--- config.mk ---
export PLATFORM = sky130hd
export DESIGN_NAME = axi_lite_reg_slave_flat
export DESIGN_NICKNAME = d
export VERILOG_FILES = /design/src/rtl/axi_lite_reg_slave_if.sv /design/src/rtl/axi_lite_reg_slave.sv /design/src/flat_wrapper.sv
export SDC_FILE = /design/constraint.sdc
export NUM_CORES = 1
export LEC_CHECK = 0
export CAP_MARGIN = 10
export CELL_PAD_IN_SITES_DETAIL_PLACEMENT = 2
export CELL_PAD_IN_SITES_GLOBAL_PLACEMENT = 2
export CORE_ASPECT_RATIO = 0.7
export CORE_MARGIN = 1
export CORE_UTILIZATION = 32
export CTS_CLUSTER_DIAMETER = 80
export DETAILED_ROUTE_END_ITERATION = 10
export PLACE_DENSITY_LB_ADDON = 0.1
export SLEW_MARGIN = 40
export SYNTH_ARGS = -nofsm -noshare
export SYNTH_HDL_FRONTEND = slang
export SYNTH_SLANG_ARGS = --single-unit
--- constraint.sdc ---
create_clock -name clk_i -period 2.1 [get_ports clk_i]
set_input_delay 0.315 -clock clk_i [delete_from_list [all_inputs] [get_ports clk_i]]
set_output_delay 0.315 -clock clk_i [all_outputs]
set_load 0.01 [all_outputs]
--- src/rtl/axi_lite_reg_slave_if.sv ---
// AXI-Lite bus bundle (no ID/user fields) shared by initiators and responders.
interface AXI_LITE #(
  parameter int unsigned AXI_ADDR_WIDTH = 32,
  parameter int unsigned AXI_DATA_WIDTH = 64
) ();
  localparam int unsigned STRB_WIDTH = AXI_DATA_WIDTH / 8;

  logic [AXI_ADDR_WIDTH-1:0] aw_addr;
  logic [2:0]                aw_prot;
  logic                      aw_valid;
  logic                      aw_ready;

  logic [AXI_DATA_WIDTH-1:0] w_data;
  logic [STRB_WIDTH-1:0]     w_strb;
  logic                      w_valid;
  logic                      w_ready;

  logic [1:0]                b_resp;
  logic                      b_valid;
  logic                      b_ready;

  logic [AXI_ADDR_WIDTH-1:0] ar_addr;
  logic [2:0]                ar_prot;
  logic                      ar_valid;
  logic                      ar_ready;

  logic [AXI_DATA_WIDTH-1:0] r_data;
  logic [1:0]                r_resp;
  logic                      r_valid;
  logic                      r_ready;

  modport Master (
    output aw_addr, aw_prot, aw_valid, input aw_ready,
    output w_data, w_strb, w_valid, input w_ready,
    input b_resp, b_valid, output b_ready,
    output ar_addr, ar_prot, ar_valid, input ar_ready,
    input r_data, r_resp, r_valid, output r_ready
  );

  modport Slave (
    input aw_addr, aw_prot, aw_valid, output aw_ready,
    input w_data, w_strb, w_valid, output w_ready,
    output b_resp, b_valid, input b_ready,
    input ar_addr, ar_prot, ar_valid, output ar_ready,
    output r_data, r_resp, r_valid, input r_ready
  );
endinterface

--- src/rtl/axi_lite_reg_slave.sv ---
// AXI-Lite responder for a bank of 64-bit registers with per-register write pulses.
// Define AXI_LITE_REG_SLAVE_ERR_RESP_EN to answer out-of-range accesses with SLVERR.
module axi_lite_reg_slave #(
  parameter int unsigned NUM_REGS  = 8,
  parameter logic [31:0] BASE_ADDR = 32'h0000_0000
) (
  input  logic                   clk_i,
  input  logic                   rst_ni,
  AXI_LITE.Slave                 axi_slave_port,
  output logic [NUM_REGS*64-1:0] reg_o,
  output logic [NUM_REGS-1:0]    wr_pulse_o
);

  localparam int unsigned IDX_W      = $clog2(NUM_REGS);
  localparam logic [31:0] BANK_BYTES = 32'(NUM_REGS * 8);
  localparam logic [1:0]  RESP_OKAY  = 2'b00;
`ifdef AXI_LITE_REG_SLAVE_ERR_RESP_EN
  localparam logic [1:0]  RESP_OOR   = 2'b10;
`else
  localparam logic [1:0]  RESP_OOR   = 2'b00;
`endif

  logic [63:0]         regs [NUM_REGS];

  logic                aw_full;
  logic [31:0]         aw_addr_q;
  logic                w_full;
  logic [63:0]         w_data_q;
  logic [7:0]          w_strb_q;

  logic                b_valid_q;
  logic [1:0]          b_resp_q;
  logic                r_valid_q;
  logic [63:0]         r_data_q;
  logic [1:0]          r_resp_q;
  logic [NUM_REGS-1:0] wr_pulse_q;

  logic                aw_fire;
  logic                w_fire;
  logic                ar_fire;
  logic                commit;

  logic [32:0]         wr_diff;
  logic [32:0]         rd_diff;
  logic                wr_hit;
  logic                rd_hit;
  logic [IDX_W-1:0]    wr_idx;
  logic [IDX_W-1:0]    rd_idx;
  logic                unused_bits;

  // The extra top bit of the difference is the borrow, i.e. addr < BASE_ADDR.
  assign wr_diff = {1'b0, aw_addr_q} - {1'b0, BASE_ADDR};
  assign rd_diff = {1'b0, axi_slave_port.ar_addr} - {1'b0, BASE_ADDR};
  assign wr_hit  = !wr_diff[32] && (wr_diff[31:0] < BANK_BYTES);
  assign rd_hit  = !rd_diff[32] && (rd_diff[31:0] < BANK_BYTES);
  assign wr_idx  = wr_diff[3 +: IDX_W];
  assign rd_idx  = rd_diff[3 +: IDX_W];

  assign aw_fire = axi_slave_port.aw_valid && !aw_full;
  assign w_fire  = axi_slave_port.w_valid && !w_full;
  assign ar_fire = axi_slave_port.ar_valid && !r_valid_q;
  assign commit  = aw_full && w_full && !b_valid_q;

  assign axi_slave_port.aw_ready = !aw_full;
  assign axi_slave_port.w_ready  = !w_full;
  assign axi_slave_port.b_valid  = b_valid_q;
  assign axi_slave_port.b_resp   = b_resp_q;
  assign axi_slave_port.ar_ready = !r_valid_q;
  assign axi_slave_port.r_valid  = r_valid_q;
  assign axi_slave_port.r_data   = r_data_q;
  assign axi_slave_port.r_resp   = r_resp_q;

  assign wr_pulse_o = wr_pulse_q;

  for (genvar i = 0; i < NUM_REGS; i++) begin : g_reg_out
    assign reg_o[64*i +: 64] = regs[i];
  end

  assign unused_bits = ^{axi_slave_port.aw_prot, axi_slave_port.ar_prot, wr_diff, rd_diff};

  // AW and W are captured independently; a full buffer stays full until its commit.
  always_ff @(posedge clk_i or negedge rst_ni) begin
    if (!rst_ni) begin
      aw_full   <= 1'b0;
      aw_addr_q <= '0;
      w_full    <= 1'b0;
      w_data_q  <= '0;
      w_strb_q  <= '0;
    end else begin
      if (aw_fire) begin
        aw_full   <= 1'b1;
        aw_addr_q <= axi_slave_port.aw_addr;
      end else if (commit) begin
        aw_full <= 1'b0;
      end
      if (w_fire) begin
        w_full   <= 1'b1;
        w_data_q <= axi_slave_port.w_data;
        w_strb_q <= axi_slave_port.w_strb;
      end else if (commit) begin
        w_full <= 1'b0;
      end
    end
  end

  // Register bank update and the one-cycle pulse that follows each in-range commit.
  always_ff @(posedge clk_i or negedge rst_ni) begin
    if (!rst_ni) begin
      for (int i = 0; i < NUM_REGS; i++) begin
        regs[i] <= '0;
      end
      wr_pulse_q <= '0;
    end else begin
      wr_pulse_q <= '0;
      if (commit && wr_hit) begin
        for (int k = 0; k < 8; k++) begin
          if (w_strb_q[k]) begin
            regs[wr_idx][8*k +: 8] <= w_data_q[8*k +: 8];
          end
        end
        wr_pulse_q[wr_idx] <= 1'b1;
      end
    end
  end

  // A pending B response blocks the next commit, so buffers may refill meanwhile.
  always_ff @(posedge clk_i or negedge rst_ni) begin
    if (!rst_ni) begin
      b_valid_q <= 1'b0;
      b_resp_q  <= RESP_OKAY;
    end else begin
      if (commit) begin
        b_valid_q <= 1'b1;
        b_resp_q  <= wr_hit ? RESP_OKAY : RESP_OOR;
      end else if (b_valid_q && axi_slave_port.b_ready) begin
        b_valid_q <= 1'b0;
      end
    end
  end

  // Read data is sampled from the pre-commit register value on a same-edge collision.
  always_ff @(posedge clk_i or negedge rst_ni) begin
    if (!rst_ni) begin
      r_valid_q <= 1'b0;
      r_data_q  <= '0;
      r_resp_q  <= RESP_OKAY;
    end else begin
      if (ar_fire) begin
        r_valid_q <= 1'b1;
        r_data_q  <= rd_hit ? regs[rd_idx] : 64'h0;
        r_resp_q  <= rd_hit ? RESP_OKAY : RESP_OOR;
      end else if (r_valid_q && axi_slave_port.r_ready) begin
        r_valid_q <= 1'b0;
      end
    end
  end

endmodule
--- src/flat_wrapper.sv ---
// flat-port wrapper written by rule: the top's interface ports become plain ports
module axi_lite_reg_slave_flat 
#(
  parameter int unsigned NUM_REGS  = 8,
  parameter logic [31:0] BASE_ADDR = 32'h0000_0000
)
  (clk_i, rst_ni, reg_o, wr_pulse_o, axi_slave_port_aw_addr, axi_slave_port_aw_prot, axi_slave_port_aw_valid, axi_slave_port_aw_ready, axi_slave_port_w_data, axi_slave_port_w_strb, axi_slave_port_w_valid, axi_slave_port_w_ready, axi_slave_port_b_resp, axi_slave_port_b_valid, axi_slave_port_b_ready, axi_slave_port_ar_addr, axi_slave_port_ar_prot, axi_slave_port_ar_valid, axi_slave_port_ar_ready, axi_slave_port_r_data, axi_slave_port_r_resp, axi_slave_port_r_valid, axi_slave_port_r_ready);
  AXI_LITE axi_slave_port_i ();
  input  logic clk_i;
  input  logic rst_ni;
  output logic [NUM_REGS*64-1:0] reg_o;
  output logic [NUM_REGS-1:0] wr_pulse_o;
  input wire logic [$bits(axi_slave_port_i.aw_addr)-1:0] axi_slave_port_aw_addr;
  input wire logic [$bits(axi_slave_port_i.aw_prot)-1:0] axi_slave_port_aw_prot;
  input wire logic [$bits(axi_slave_port_i.aw_valid)-1:0] axi_slave_port_aw_valid;
  output wire logic [$bits(axi_slave_port_i.aw_ready)-1:0] axi_slave_port_aw_ready;
  input wire logic [$bits(axi_slave_port_i.w_data)-1:0] axi_slave_port_w_data;
  input wire logic [$bits(axi_slave_port_i.w_strb)-1:0] axi_slave_port_w_strb;
  input wire logic [$bits(axi_slave_port_i.w_valid)-1:0] axi_slave_port_w_valid;
  output wire logic [$bits(axi_slave_port_i.w_ready)-1:0] axi_slave_port_w_ready;
  output wire logic [$bits(axi_slave_port_i.b_resp)-1:0] axi_slave_port_b_resp;
  output wire logic [$bits(axi_slave_port_i.b_valid)-1:0] axi_slave_port_b_valid;
  input wire logic [$bits(axi_slave_port_i.b_ready)-1:0] axi_slave_port_b_ready;
  input wire logic [$bits(axi_slave_port_i.ar_addr)-1:0] axi_slave_port_ar_addr;
  input wire logic [$bits(axi_slave_port_i.ar_prot)-1:0] axi_slave_port_ar_prot;
  input wire logic [$bits(axi_slave_port_i.ar_valid)-1:0] axi_slave_port_ar_valid;
  output wire logic [$bits(axi_slave_port_i.ar_ready)-1:0] axi_slave_port_ar_ready;
  output wire logic [$bits(axi_slave_port_i.r_data)-1:0] axi_slave_port_r_data;
  output wire logic [$bits(axi_slave_port_i.r_resp)-1:0] axi_slave_port_r_resp;
  output wire logic [$bits(axi_slave_port_i.r_valid)-1:0] axi_slave_port_r_valid;
  input wire logic [$bits(axi_slave_port_i.r_ready)-1:0] axi_slave_port_r_ready;
  assign axi_slave_port_i.aw_addr = axi_slave_port_aw_addr;
  assign axi_slave_port_i.aw_prot = axi_slave_port_aw_prot;
  assign axi_slave_port_i.aw_valid = axi_slave_port_aw_valid;
  assign axi_slave_port_aw_ready = axi_slave_port_i.aw_ready;
  assign axi_slave_port_i.w_data = axi_slave_port_w_data;
  assign axi_slave_port_i.w_strb = axi_slave_port_w_strb;
  assign axi_slave_port_i.w_valid = axi_slave_port_w_valid;
  assign axi_slave_port_w_ready = axi_slave_port_i.w_ready;
  assign axi_slave_port_b_resp = axi_slave_port_i.b_resp;
  assign axi_slave_port_b_valid = axi_slave_port_i.b_valid;
  assign axi_slave_port_i.b_ready = axi_slave_port_b_ready;
  assign axi_slave_port_i.ar_addr = axi_slave_port_ar_addr;
  assign axi_slave_port_i.ar_prot = axi_slave_port_ar_prot;
  assign axi_slave_port_i.ar_valid = axi_slave_port_ar_valid;
  assign axi_slave_port_ar_ready = axi_slave_port_i.ar_ready;
  assign axi_slave_port_r_data = axi_slave_port_i.r_data;
  assign axi_slave_port_r_resp = axi_slave_port_i.r_resp;
  assign axi_slave_port_r_valid = axi_slave_port_i.r_valid;
  assign axi_slave_port_i.r_ready = axi_slave_port_r_ready;
  axi_lite_reg_slave #(.NUM_REGS(NUM_REGS), .BASE_ADDR(BASE_ADDR)) u_core (.clk_i(clk_i), .rst_ni(rst_ni), .axi_slave_port(axi_slave_port_i), .reg_o(reg_o), .wr_pulse_o(wr_pulse_o));
endmodule
==> results.cfg <==
[worst_setup_path]
path_class = register to register
worst_path_max_delay_cell = dfrtp_1
required_ps = 2620
worst_path_largest_cell_delay_ps = 410
path_buf_inv = 4
worstPathMaxFanout = 8
critPathLaunchType = register
crit_top_cell = buf_12
critical_path.top_delay_family = simple AND/OR/NAND/NOR gates
critPathArrivalTime_ps = 2950
path_cells = nor4_4, nand4b_1, buf_6, buf_12, buf_12, nor4_4, buf_12, mux2_4
end_kind = register

[clocking]
clk_latency_ps = 660
clockBufferDepth = 3
clk_root_buffer_cell = clkbuf_16
clkTransAtPathRegs_ps = 60
cts_tree = built
htreeDepth = 3
clock_sinks = 689
numCtsBuffers = 75

[yosys]
synth.most_common_cell = dfrtp_1
synth_ff_type = dfrtp_1
synth_area_um2 = 30400
yosysWarnings = 0
synth_cell_types = 25
netlist_top_cells_count = dfrtp_1, mux2_2, mux4_2
synth_area_leaders = dfrtp_1, mux2_2, mux4_2, nor4_4, mux2i_1
synth_seq_cells = 689
synth-async-reset-ratio_pct = 100
synth_seq_area_share_pct = 56.7
synthCells = 1840
avgSynthCellArea_um2 = 16.5
synthDominantCellAreaShare_pct = 56.7
synth_edf_count = 0
synth_largest_area_cell = dfrtp_1

[hold_path]
holdCritPathClass = input pin to asynchronous set/reset pin

[layout]
area_delta_synth_final_pct = 53.3
final_cell_count_no_fill = 4094
drive_above_1_share_pct = 40.9
final_util_pct = 49.5
fillers = 8538
fin_nets = 2928

[placement]
port_buffers = 725
place.gp.congestion = 0.804
place_ws_ps = -573
dpl.hpwl_um = 85600
post-place-cells = 3930

[power_and_ir_drop]
p_leak_nw = 20.4
p_comb_share_pct = 15.5
powerDensity_nw_per_um2 = 763
p_int_w = 0.0247
power_frac_seq_pct = 46.5
p_sw_share_pct = 30.5
peakVddDrop_mv = 0.563
clockPowerShare_pct = 38.0
switching_power_w = 0.0108

[outcome]
failed_checks = negative setup slack
status = finished with violations

[grt]
grt_pass1_wl_um = 181000
grt_remaining_overflow = 0
antenna_found_initial = 26
grtUsageTotal_pct = 25.8
grt_max_degree = 87
grt_pass1_vias = 24400

[timing]
timing.slew.headroom_pct = 62.5
clock-skew-final_ps = 34.2
finalSetupViolations = 512
finalCriticalPeriod_ps = 2430
layout_setup_ws_ps = -331
rsz0062_at_grt = yes
fmax_mhz = 411
maxSlewViolCount = 0
period_share_pct = 116
finalHoldViolCount = 0
tightestPinTransition_ps = 563

[die]
die_area_um2 = 96300
boundaryPins = 742
start_util_pct = 32.3
core_um2 = 94100
die_h_um = 260
rows = 94
die_w_um = 371

[routing]
postRouteAntennaNets = 0
route.vias.total = 21200
drt_iter0_markers = 1025
routed_wl_um = 125000
viasPerCell = 5.18
drc = 0
wire_per_inst_um = 30.4
drt_first_pass_iters = 5

[job]
max-cap-violations = 0
==> layout make-up <==
cell class | count | area [um2] | share of cell area [%]
multi-input cells | 1062 | 14700 | 31.6
repair buffers | 946 | 10600 | 22.7
clock inverters | 21 | 221 | 0.475
well taps | 1248 | 1560 | 3.35
flip-flops and latches | 689 | 17200 | 37.0
diodes | 10 | 25.0 | 0.0537
inverters | 5 | 18.8 | 0.0403
clock buffers | 113 | 2220 | 4.77
==> per-stage QoR <==
stage / setup TNS [ps] / hold WS, ps / area, um2 / power (W)
6_report: -133570 / 167 / 46600 / 0.0356
5_1_grt: -173950 / 162 / 46600 / 0.0369
3_3_place_gp: -249360 / 260 / 41700 / 0.0214
2_1_floorplan: -9080 / 19.4 / 30500 / 0.0185
4_1_cts: -123820 / 161 / 46400 / 0.0359
3_5_place_dp: -255440 / 274 / 41700 / 0.0217
==> cell usage in the layout, fill, tap and decap left out, types with 3 or more instances in the layout <==
cell and count:
clkdlybuf4s50_1 717, dfrtp_1 689, mux2_4 511, mux4_2 128
buf_12 114, mux2_2 101, buf_4 83, nand2_1 82
clkbuf_16 77, nor4_4 68, o21ai_0 67, mux2i_1 64
clkbuf_1 20, clkbuf_8 16, buf_6 14, clkinv_2 12
nor4_1 11, diode_2 10, buf_16 8, inv_1 5
nor4_2 5, buf_8 5, or4_1 4, conb_1 4
bufinv_16 4, nand4_1 3
==> cell families after synthesis <==
| kind of cell | Yosys count | share of synthesized area [%] |
|---|---|---|
| multiplexers | 804 | 34.2 |
| AND/OR/NAND/NOR | 185 | 6.31 |
| other | 1 | 0.0123 |
| AO/OA/AOI/OAI | 69 | 1.15 |
| buffers and inverters | 92 | 1.62 |
| flip-flops | 689 | 56.7 |
==> per-layer routing <==
layer  vias up  part of all wire (%)  wire (um)  global-route usage [%]
met5         -                  0.10        125                       0
met4        22                   3.0       3740                    8.00
met3       198                   5.7       7100                    6.56
met2       603                    49      60900                    42.5
met1     11600                    42      52700                    33.3
li1       8817                     -          -                       -
==> power groups by stage <==
stage | clock, W | combinational [W] | sequential (W)
after global placement | 0 | 0.00517 | 0.0162
after CTS | 0.0138 | 0.00559 | 0.0164
final | 0.0135 | 0.00551 | 0.0165
after detailed placement | 0 | 0.00538 | 0.0164
after floorplan | 0 | 0.00288 | 0.0156
after global routing | 0.0143 | 0.00586 | 0.0168
==> state kept, by name, summed over array words and instances (netlist names), 8 cells and up <==
register and flops:
u_core.reg_o 512, u_core.axi_slave_port.r_data 64, u_core.w_data_q 64, u_core.aw_addr_q 29, u_core.w_strb_q 8, u_core.wr_pulse_o 8
==> worst reg2reg max path, cell delays in order (launching register included) <==
cell and delay [ps]:
dfrtp_1 410, nor4_4 340, nand4b_1 170, buf_6 180, buf_12 170, buf_12 170
nor4_4 320, buf_12 210, mux2_4 320
==> path summary, 6_finish.rpt <==
kind | startpoint | endpoint | slack, ps | depth (start not counted)
min in group clk_i | axi_slave_port_r_ready | u_core.axi_slave_port.r_valid$_DFFE_PN0P_ | 250 | 2
min reg2reg | u_core.axi_slave_port.r_data[56]$_DFFE_PN0P_ | u_core.axi_slave_port.r_data[56]$_DFFE_PN0P_ | 480 | 2
max | u_core.aw_addr_q[24]$_DFFE_PN0P_ | u_core.reg_o[319]$_DFFE_PN0P_ | -330 | 8
min | rst_ni | u_core.reg_o[66]$_DFFE_PN0P_ | 170 | 2
max in group asynchronous | rst_ni | u_core.reg_o[109]$_DFFE_PN0P_ | 980 | 4
max reg2reg | u_core.aw_addr_q[24]$_DFFE_PN0P_ | u_core.reg_o[319]$_DFFE_PN0P_ | -330 | 8
==> what timing repair did <==
item	CTS	global route
endpoints found under the setup margin	518	517
hold endpoints to repair	53	0
buffers inserted	3	12
hold buffers	1	0
pin swaps	47	20
resized for setup	534	32
cloned	7	0
Power figures use the tool's default switching activity.
